### config.mk
export PLATFORM = sky130hd
export DESIGN_NAME = h80cpu_bus_arb_flat
export DESIGN_NICKNAME = d
export VERILOG_FILES = /design/src/rtl/h80cpu_bus_arb_pkg.sv /design/src/rtl/h80cpu_bus_arb_if.sv /design/src/rtl/h80cpu_bus_arb_rr_pick.sv /design/src/rtl/h80cpu_bus_arb.sv /design/src/flat_wrapper.sv
export SDC_FILE = /design/constraint.sdc
export NUM_CORES = 1
export LEC_CHECK = 0
export ABC_AREA = 1
export CELL_PAD_IN_SITES_DETAIL_PLACEMENT = 0
export CELL_PAD_IN_SITES_GLOBAL_PLACEMENT = 1
export CORE_UTILIZATION = 47
export DETAILED_ROUTE_END_ITERATION = 16
export DONT_BUFFER_PORTS = 1
export PLACE_DENSITY_LB_ADDON = 0.1
export SLEW_MARGIN = 10
export SYNTH_ARGS = -nofsm -noshare
export SYNTH_HDL_FRONTEND = slang
export SYNTH_SLANG_ARGS = --single-unit
### constraint.sdc
create_clock -name clk -period 1.85 [get_ports clk]
set_input_delay 0.2775 -clock clk [delete_from_list [all_inputs] [get_ports clk]]
set_output_delay 0.2775 -clock clk [all_outputs]
set_load 0.01 [all_outputs]
### src/rtl/h80cpu_bus_arb_pkg.sv
// Shared h80cpu bus types and command encodings, plus arbiter state and sizing constants.
package h80cpu_bus_arb_pkg;

  typedef logic [15:0] bus_addr_t;
  typedef logic [15:0] bus_data_t;
  typedef logic [2:0]  bus_cmd_t;

  localparam bus_cmd_t bus_cmd_read_w  = 3'd0;
  localparam bus_cmd_t bus_cmd_write_w = 3'd1;
  localparam bus_cmd_t bus_cmd_read_b  = 3'd2;
  localparam bus_cmd_t bus_cmd_write_b = 3'd3;

  typedef enum logic {
    S_IDLE = 1'b0,
    S_WAIT = 1'b1
  } arb_state_t;

  localparam int unsigned H80_ARB_MAX_NREQ = 4;

endpackage

### src/rtl/h80cpu_bus_arb_if.sv
// Requester-side and memory-side toggle-handshake signals of the shared h80cpu bus.
interface h80cpu_bus_arb_if
  import h80cpu_bus_arb_pkg::*;
#(
  parameter int unsigned NREQ = 2
) ();

  logic      [NREQ-1:0] req_run;
  bus_addr_t [NREQ-1:0] req_addr;
  bus_cmd_t  [NREQ-1:0] req_cmd;
  bus_data_t [NREQ-1:0] req_wr_data;
  bus_data_t [NREQ-1:0] req_rd_data;
  logic      [NREQ-1:0] req_done;

  bus_addr_t bus_addr;
  bus_cmd_t  bus_cmd;
  bus_data_t bus_wr_data;
  logic      bus_run;
  bus_data_t bus_rd_data;
  logic      bus_done;

  logic [1:0] grant;
  logic       busy;

  modport slave (
    input  req_run, req_addr, req_cmd, req_wr_data, bus_rd_data, bus_done,
    output req_rd_data, req_done, bus_addr, bus_cmd, bus_wr_data, bus_run, grant, busy
  );

  modport master (
    output req_run, req_addr, req_cmd, req_wr_data, bus_rd_data, bus_done,
    input  req_rd_data, req_done, bus_addr, bus_cmd, bus_wr_data, bus_run, grant, busy
  );

endinterface

### src/rtl/h80cpu_bus_arb_rr_pick.sv
// Round-robin picker: first pending index scanning upward from last+1, modulo NREQ.
module h80cpu_rr_pick
  import h80cpu_bus_arb_pkg::*;
#(
  parameter int unsigned NREQ = 2
) (
  input  logic [NREQ-1:0] i_pend,
  input  logic [1:0]      i_last,
  output logic            o_found,
  output logic [1:0]      o_idx
);

  logic [H80_ARB_MAX_NREQ-1:0] w_pend_ext;
  logic [1:0]                  w_c;

  always_comb begin
    w_pend_ext             = '0;
    w_pend_ext[NREQ-1:0]   = i_pend;
    o_found                = 1'b0;
    o_idx                  = '0;
    w_c                    = '0;
    // k = NREQ wraps back to last itself, so it is considered after all others
    for (int unsigned k = 1; k <= NREQ; k++) begin
      w_c = 2'((32'(i_last) + k) % NREQ);
      if (!o_found && w_pend_ext[w_c]) begin
        o_found = 1'b1;
        o_idx   = w_c;
      end
    end
  end

endmodule

### src/rtl/h80cpu_bus_arb.sv
// Round-robin arbiter sharing one toggle-handshake memory target between NREQ requesters.
module h80cpu_bus_arb
  import h80cpu_bus_arb_pkg::*;
#(
  parameter int unsigned NREQ = 2
) (
  input logic              clk,
  input logic              reset_,
  h80cpu_bus_arb_if.slave  bus
);

  arb_state_t r_state;
  arb_state_t w_next_state;

  logic [1:0]           r_last;
  logic [1:0]           r_grant;
  logic                 r_bus_run;
  logic [NREQ-1:0]      r_req_done;
  bus_data_t [NREQ-1:0] r_req_rd_data;
  bus_addr_t            r_bus_addr;
  bus_cmd_t             r_bus_cmd;
  bus_data_t            r_bus_wr_data;

  logic [NREQ-1:0] w_pend;
  logic            w_found;
  logic [1:0]      w_idx;
  logic            w_issue;
  logic            w_complete;
  bus_addr_t       w_sel_addr;
  bus_cmd_t        w_sel_cmd;
  bus_data_t       w_sel_wr_data;
  logic [NREQ-1:0] w_grant_oh;

  assign w_pend = bus.req_run ^ r_req_done;

  h80cpu_rr_pick #(
    .NREQ (NREQ)
  ) u_pick (
    .i_pend  (w_pend),
    .i_last  (r_last),
    .o_found (w_found),
    .o_idx   (w_idx)
  );

  always_comb begin
    w_next_state = r_state;
    w_issue      = 1'b0;
    w_complete   = 1'b0;
    case (r_state)
      S_IDLE: begin
        if (w_found) begin
          w_issue      = 1'b1;
          w_next_state = S_WAIT;
        end
      end
      S_WAIT: begin
        if (r_bus_run == bus.bus_done) begin
          w_complete   = 1'b1;
          w_next_state = S_IDLE;
        end
      end
      default: w_next_state = S_IDLE;
    endcase
  end

  // Explicit muxes avoid indexing NREQ-wide vectors with the fixed 2-bit index
  always_comb begin
    w_sel_addr    = '0;
    w_sel_cmd     = '0;
    w_sel_wr_data = '0;
    w_grant_oh    = '0;
    for (int unsigned i = 0; i < NREQ; i++) begin
      if (2'(i) == w_idx) begin
        w_sel_addr    = bus.req_addr[i];
        w_sel_cmd     = bus.req_cmd[i];
        w_sel_wr_data = bus.req_wr_data[i];
      end
      if (2'(i) == r_grant) begin
        w_grant_oh[i] = 1'b1;
      end
    end
  end

  always_ff @(posedge clk or negedge reset_) begin
    if (!reset_) begin
      r_state <= S_IDLE;
    end else begin
      r_state <= w_next_state;
    end
  end

  always_ff @(posedge clk or negedge reset_) begin
    if (!reset_) begin
      r_last        <= 2'(NREQ - 1);
      r_grant       <= '0;
      r_bus_run     <= 1'b0;
      r_req_done    <= '0;
      r_req_rd_data <= '0;
      r_bus_addr    <= '0;
      r_bus_cmd     <= '0;
      r_bus_wr_data <= '0;
    end else begin
      if (w_issue) begin
        r_bus_addr    <= w_sel_addr;
        r_bus_cmd     <= w_sel_cmd;
        r_bus_wr_data <= w_sel_wr_data;
        r_grant       <= w_idx;
        r_bus_run     <= ~r_bus_run;
      end
      if (w_complete) begin
        for (int unsigned i = 0; i < NREQ; i++) begin
          if (w_grant_oh[i]) begin
            r_req_rd_data[i] <= bus.bus_rd_data;
          end
        end
        r_req_done <= r_req_done ^ w_grant_oh;
        r_last     <= r_grant;
      end
    end
  end

  assign bus.req_done    = r_req_done;
  assign bus.req_rd_data = r_req_rd_data;
  assign bus.bus_addr    = r_bus_addr;
  assign bus.bus_cmd     = r_bus_cmd;
  assign bus.bus_wr_data = r_bus_wr_data;
  assign bus.bus_run     = r_bus_run;
  assign bus.grant       = r_grant;
  assign bus.busy        = (r_state == S_WAIT);

endmodule

### src/flat_wrapper.sv
// flat-port wrapper written by rule: the top's interface ports become plain ports
module h80cpu_bus_arb_flat import h80cpu_bus_arb_pkg::*;
#(
  parameter int unsigned NREQ = 2
)
  (clk, reset_, bus_req_run, bus_req_addr, bus_req_cmd, bus_req_wr_data, bus_bus_rd_data, bus_bus_done, bus_req_rd_data, bus_req_done, bus_bus_addr, bus_bus_cmd, bus_bus_wr_data, bus_bus_run, bus_grant, bus_busy);
  h80cpu_bus_arb_if #(.NREQ(NREQ)) bus_i ();
  input logic clk;
  input logic reset_;
  input wire logic [$bits(bus_i.req_run)-1:0] bus_req_run;
  input wire logic [$bits(bus_i.req_addr)-1:0] bus_req_addr;
  input wire logic [$bits(bus_i.req_cmd)-1:0] bus_req_cmd;
  input wire logic [$bits(bus_i.req_wr_data)-1:0] bus_req_wr_data;
  input wire logic [$bits(bus_i.bus_rd_data)-1:0] bus_bus_rd_data;
  input wire logic [$bits(bus_i.bus_done)-1:0] bus_bus_done;
  output wire logic [$bits(bus_i.req_rd_data)-1:0] bus_req_rd_data;
  output wire logic [$bits(bus_i.req_done)-1:0] bus_req_done;
  output wire logic [$bits(bus_i.bus_addr)-1:0] bus_bus_addr;
  output wire logic [$bits(bus_i.bus_cmd)-1:0] bus_bus_cmd;
  output wire logic [$bits(bus_i.bus_wr_data)-1:0] bus_bus_wr_data;
  output wire logic [$bits(bus_i.bus_run)-1:0] bus_bus_run;
  output wire logic [$bits(bus_i.grant)-1:0] bus_grant;
  output wire logic [$bits(bus_i.busy)-1:0] bus_busy;
  assign bus_i.req_run = bus_req_run;
  assign bus_i.req_addr = bus_req_addr;
  assign bus_i.req_cmd = bus_req_cmd;
  assign bus_i.req_wr_data = bus_req_wr_data;
  assign bus_i.bus_rd_data = bus_bus_rd_data;
  assign bus_i.bus_done = bus_bus_done;
  assign bus_req_rd_data = bus_i.req_rd_data;
  assign bus_req_done = bus_i.req_done;
  assign bus_bus_addr = bus_i.bus_addr;
  assign bus_bus_cmd = bus_i.bus_cmd;
  assign bus_bus_wr_data = bus_i.bus_wr_data;
  assign bus_bus_run = bus_i.bus_run;
  assign bus_grant = bus_i.grant;
  assign bus_busy = bus_i.busy;
  h80cpu_bus_arb #(.NREQ(NREQ)) u_core (.clk(clk), .reset_(reset_), .bus(bus_i));
endmodule
# Yosys cells after proc, flatten, opt, wreduce, memory -nomap -nowiden
# Index checks and enable logic that the tools add are counted.
dict set report totals {
  ff_bits 74
  in_bits 91
  out_inout_bits 73
  wordCells 49
}
dict set report classes {
  n_addsub 2
  order_cmp 2
  eq_ne 3
  muxes 22
  bitwise 4
  n_reduce_logical 6
}
# op n
set op_table {}
lappend op_table {{2-to-1 mux 16 bit} 4}
lappend op_table {{2-to-1 mux 1 bit} 14}
lappend op_table {{< comparator 1 x 3 -> 1 bit, second input constant} 2}
lappend op_table {{2-to-1 mux 3 bit} 2}
lappend op_table {{== test 1 x 2 -> 1 bit, first input constant} 2}
lappend op_table {{logical NOT 2 bit} 2}
lappend op_table {{AND reduction 2 bit} 2}
lappend op_table {{XOR 2 bit} 2}
lappend op_table {{adder 1 bit, second input constant} 2}
lappend op_table {{2-to-1 mux 2 bit} 1}
lappend op_table {{NOT 1 bit} 2}
lappend op_table {{one-hot mux 1 bit (2 select lines)} 1}
lappend op_table {{== test 1 bit} 1}
lappend op_table {{logical AND 1 bit} 1}
lappend op_table {{logical NOT 1 bit} 1}

# Depth between registers and ports, before layout
dict set report logic_depth {
  depth_word 10
  depth_mapped 9
}

# Hierarchy
# Synthesis repeated with hierarchy kept, for this count alone.
dict set report unflattened {
  hier_cells 386
  area_unflattened_um2 3444.6
}
# module n_inst cells_each area_each_um2
set by_module_without_submodules {}
lappend by_module_without_submodules {h80cpu_bus_arb 1 381 3418.3}
lappend by_module_without_submodules {h80cpu_rr_pick 1 5 26.3}

# Least setup slack after synthesis
# No wires, ideal clock.
dict set report synth_timing {
  kind {register -> register}
  startpoint {register u_core.r_bus_run (netlist: u_core.bus.bus_run)}
  endpoint {register u_core.r_req_rd_data (netlist bit u_core.bus.req_rd_data[22])}
  setup_time_ns 0.117
  arrival_time_ns 1.126
  required_ns 1.733
  slack_ns 0.607
  stages_incl_launch_ff 9
  path_buffers 1
  synth_period_minus_slack_ns 1.243
  path_cell_list {dfrtp_1 > inv_2 > nand2_2 > nand3_4 > nor2_8 > inv_4 > buf_6 > nand2_1 > nand2_1}
}
dict set report synth_via {
  elab_chain_len 4
}
# item line
set synth_lines {}
lappend synth_lines {{start, declared} h80cpu_bus_arb.sv:17} ;# logic r_bus_run;
lappend synth_lines {{start signal, assigned} h80cpu_bus_arb.sv:108} ;# r_bus_run <= ~r_bus_run;
lappend synth_lines {{== test 1 bit} h80cpu_bus_arb.sv:57} ;# if (r_bus_run == bus.bus_done) begin
lappend synth_lines {{2-to-1 mux 1 bit} h80cpu_bus_arb.sv:57}
lappend synth_lines {{2-to-1 mux 1 bit} h80cpu_bus_arb.sv:49} ;# case (r_state)
lappend synth_lines {{AND reduction 2 bit (no line)} -}
lappend synth_lines {{end signal, assigned by index} h80cpu_bus_arb.sv:113} ;# r_req_rd_data[i] <= bus.bus_rd_data;
lappend synth_lines {{end, declared} h80cpu_bus_arb.sv:19} ;# bus_data_t [NREQ-1:0] r_req_rd_data;
# Every way passes these cells.
# A chain may end at the register's enable or synchronous reset.

# Worst setup path in the final report
dict set report layout_timing {
  startpoint {register u_core.r_req_done[0] (netlist: u_core.bus.req_done[0])}
  endpoint {register u_core.r_bus_wr_data[11] (netlist: u_core.bus.bus_wr_data[11])}
}
dict set report layout_via {
  elab_chain_len 10
  elab_cells_between_ends 17
}
# item line
set layout_lines {}
lappend layout_lines {{start, declared} h80cpu_bus_arb.sv:18} ;# logic [NREQ-1:0] r_req_done;
lappend layout_lines {{start signal, assigned} h80cpu_bus_arb.sv:116} ;# r_req_done <= r_req_done ^ w_grant_oh;
lappend layout_lines {{XOR 2 bit *} h80cpu_bus_arb.sv:34} ;# assign w_pend = bus.req_run ^ r_req_done;
lappend layout_lines {{2-to-1 mux 1 bit (implied by the code) (2 in series)} h80cpu_bus_arb_rr_pick.sv:25} ;# if (!o_found && w_pend_ext[w_c]) begin
lappend layout_lines {{2-to-1 mux 1 bit} h80cpu_bus_arb_rr_pick.sv:25}
lappend layout_lines {{logical NOT 1 bit} h80cpu_bus_arb_rr_pick.sv:25}
lappend layout_lines {{logical AND 1 bit} h80cpu_bus_arb_rr_pick.sv:25}
lappend layout_lines {{2-to-1 mux 2 bit} h80cpu_bus_arb_rr_pick.sv:25}
lappend layout_lines {{logical NOT 2 bit} h80cpu_bus_arb.sv:73} ;# if (2'(i) == w_idx) begin
lappend layout_lines {{2-to-1 mux 16 bit (2 in series)} h80cpu_bus_arb.sv:73}
lappend layout_lines {{end signal, assigned} h80cpu_bus_arb.sv:106} ;# r_bus_wr_data <= w_sel_wr_data;
lappend layout_lines {{end, declared} h80cpu_bus_arb.sv:22} ;# bus_data_t r_bus_wr_data;
# Every way passes the cells marked *; elsewhere a longest branch is shown, timed or not. The select of a mux whose other input is x is not followed.

==> flow_metrics.py <==
metrics = {
    "global_route": {
        "grtUsageTotal_pct": 22.49,
        "gr-max-usage-layer": "met2",
        "grt_pass1_vias": 2876,
        "grt_pass1_wl_um": 14320,
        "antenna_found_initial": 0,
        "gr-total-overflow": 0,
        "grt_util_met3_pct": 7.276,
        "use_met1_pct": 28.33,
        "use_met2_pct": 36.07,
        "grt_max_degree": 74,
    },
    "power": {
        "swShare_pct": 44.93,
        "p_sw_mw": 3.274,
        "pwr-share-seq_pct": 46.9,
        "power_mw": 7.285,
        "leakage_nw": 2.285,
        "pwr-share-comb_pct": 34.0,
        "power.density_nw_per_um2": 1884,
        "ir_worst_vdd_v": 0.0007040,
        "intPower_mw": 4.012,
        "p_clk_share_pct": 19.1,
    },
    "route": {
        "vias": 2823,
        "wirelength_um": 8519,
        "drtIter0Drc": 105,
        "drc": 0,
        "drt-vias-per-instance": 4.927,
        "ant_nets": 0,
        "firstDrtPassIters": 5,
        "wl_per_cell_um": 14.87,
    },
    "clock_network": {
        "cts_tree": "built",
        "clockBufferDepth": 2,
        "cts_buffers": 9,
        "clkLatencyLatePin_ps": 340,
        "cts-root-buf": "clkbuf_8",
        "postCtsSetupBuffers": 0,
        "htree_levels": 3,
        "clk_pin_slew_ps": 90,
        "cts.sinks": 73,
    },
    "layout": {
        "final_common_cell": "nand2_1",
        "utilization_pct": 52.46,
        "regArea_um2": 1828,
        "multi_input_area_um2": 1318,
        "nets": 560,
        "n_fill_cell": 757,
        "fin_area_um2": 3866,
        "final_cell_mix": "nand2_1, inv_1, dfrtp_1",
        "syn_to_final_growth_pct": 6.076,
        "drive_above_1_share_pct": 8.650,
        "num_antenna_cells": 0,
    },
    "synth": {
        "yosysTopAreaCellShare_pct": 49.43,
        "synth-simple-area-share_pct": 35.02,
        "synth_area_um2": 3645,
        "syn_area_per_cell_um2": 7.689,
        "synthCells": 474,
        "synth_seq_area_share_pct": 50.15,
        "synth_top_family_by_area": "simple AND/OR/NAND/NOR gates",
        "syn-num-nets": 565,
        "synth_xor_area_share_pct": 0.7209,
        "ys_ff_latch": 73,
        "synth_top_area_cell": "dfrtp_1",
        "synth_mux_area_share_pct": 0,
        "synth-compound-area-share_pct": 0.3090,
        "synth_warnings": 0,
        "ys_top_cells_by_area": "dfrtp_1, nand2_1, nand3_1, inv_1, buf_6",
        "yosys.area_share.adder_pct": 0,
        "synth_cell_types": 18,
    },
    "critical_path": {
        "critical_path_required_ps": 2130,
        "crit_top_cell": "nand2_2",
        "path_cells": "inv_2 -> nand2_2 -> nand2_2 -> nand2_2 -> nand2_4 -> inv_4 -> nand3_1 -> nand2_1",
        "rr_worst_depth": 8,
        "arrival_ps": 1820,
        "crit_path_start_kind": "flop",
        "crit_slowest_cell": "dfrtp_1",
        "crit_type": "flop to flop",
        "crit_path_max_incr_delay_ps": 480,
        "critPathBufInv": 2,
        "end_kind": "flop",
        "cp.depth": 8,
        "critical-path-top-delay-family": "simple AND/OR/NAND/NOR gates",
        "path_max_fanout": 35,
    },
    "sta": {
        "finalCritPeriodShare_pct": 83.12,
        "finalWorstSetupSlack_ps": 312.2,
        "setup_tns_ps": 0,
        "period_needed_ps": 1538,
        "rsz0062_at_grt": "false",
        "whs_ps": -376.0,
        "slew_viol_final": 0,
        "clock.fmax_ghz": 0.6503,
        "hold_viol_final": 73,
        "clock-skew-final_ps": 10.21,
        "setup_viol": 0,
    },
    "floorplan": {
        "core_area_um2": 7370,
        "pin_count": 164,
        "die_height_um": 90.06,
        "initial_core_util_pct": 49.46,
        "die_x_um": 90.06,
        "fp.dieArea_um2": 8111,
        "rows": 31,
    },
    "placement": {
        "hpwl_um": 5797,
        "dpl_cell_area_um2": 3647,
        "gp_congestion": 0.7978,
        "place_ws_ps": 288.1,
        "port_buffers": 0,
    },
    "hold_path": {
        "hold_path.class": "primary input to async pin",
    },
    "status": {
        "outcome": "finished, violations left",
        "violations": "negative hold slack",
    },
    "flow_run": {
        "cap_violations": 0,
    },
}
-- power by group through the flow --
stage / registers [mW] / clock network (mW) / logic (mW)
finish: 3.42 / 1.39 / 2.48
global route: 3.51 / 1.48 / 2.93
CTS: 3.44 / 1.42 / 2.54
detailed placement: 3.46 / 0 / 2.54
global placement: 3.46 / 0 / 2.47
floorplan: 3.24 / 0 / 2.23
-- final timing paths --
check	startpoint	to	slack, ps
max	u_core.bus.req_done[0]	u_core.bus.bus_wr_data[11]	310
min	reset_	u_core.bus.bus_addr[15]	-380
max reg2reg	u_core.bus.req_done[0]	u_core.bus.bus_wr_data[11]	310
min reg2reg	u_core.r_last[0]	u_core.r_last[0]	490
max in group asynchronous	reset_	u_core.r_last[0]	2000
min in group clk	bus_bus_rd_data[4]	u_core.bus.req_rd_data[4]	40
-- area by class of cell --
| type | count | share of cell area [%] |
|---|---|---|
| Multi-Input combinational cell | 298 | 34.08 |
| Sequential cell | 73 | 47.28 |
| Inverter | 82 | 8.155 |
| Clock buffer | 10 | 3.301 |
| Clock inverter | 6 | 2.362 |
| Tap cell | 99 | 3.204 |
| Timing Repair Buffer | 5 | 1.618 |
-- metrics by stage --
| stage | hold slack, ps | cells |
|---|---|---|
| after detailed placement | -16.10 | 557 |
| after global placement | -16.66 | 557 |
| after CTS | -395.1 | 573 |
| after floorplan | -18.09 | 474 |
| after global routing | -398.5 | 573 |
| final | -376.0 | 573 |
-- cell families (layout without fill, tap and decap cells) --
kind of cell    count (synthesis)  after routing
compound gates                  2              2
xor+xnor                        3              3
buf+inv                       103            103
flops                          73             73
other cells                     1              1
simple gates                  292            292
-- timing repair --
action                                  in CTS  in global routing
hold endpoints to repair                    73                 73
endpoints found under the setup margin       0                  0
resized for setup                            0                  0
-- synth_stat cells, drive strengths merged --
cell type and instances:
xor2 3, nand3 72, nor2 2, o21ai 1, a31oi 1, buf 21
nand2 218, dfrtp 72, dfstp 1, inv 82, conb 1
-- sequential cells by signal (all words and copies together) (netlist names) --
name	flops
u_core.bus.bus_wr_data	16
u_core.bus.grant	1
u_core.bus.bus_run	1
u_core.bus.req_rd_data	32
u_core.bus.bus_addr	16
u_core.bus.bus_cmd	3
u_core.bus.req_done	2
u_core.bus.busy	1
u_core.r_last	1
-- per-layer routing --
layer  up-vias  part of all wire [%]
li1       1398                     -
met1      1280                    44
met2       134                    46
met3        11                   8.6
met4         0                   1.4
met5         -                     0
No activity file was read; power rests on OpenSTA's default activity.
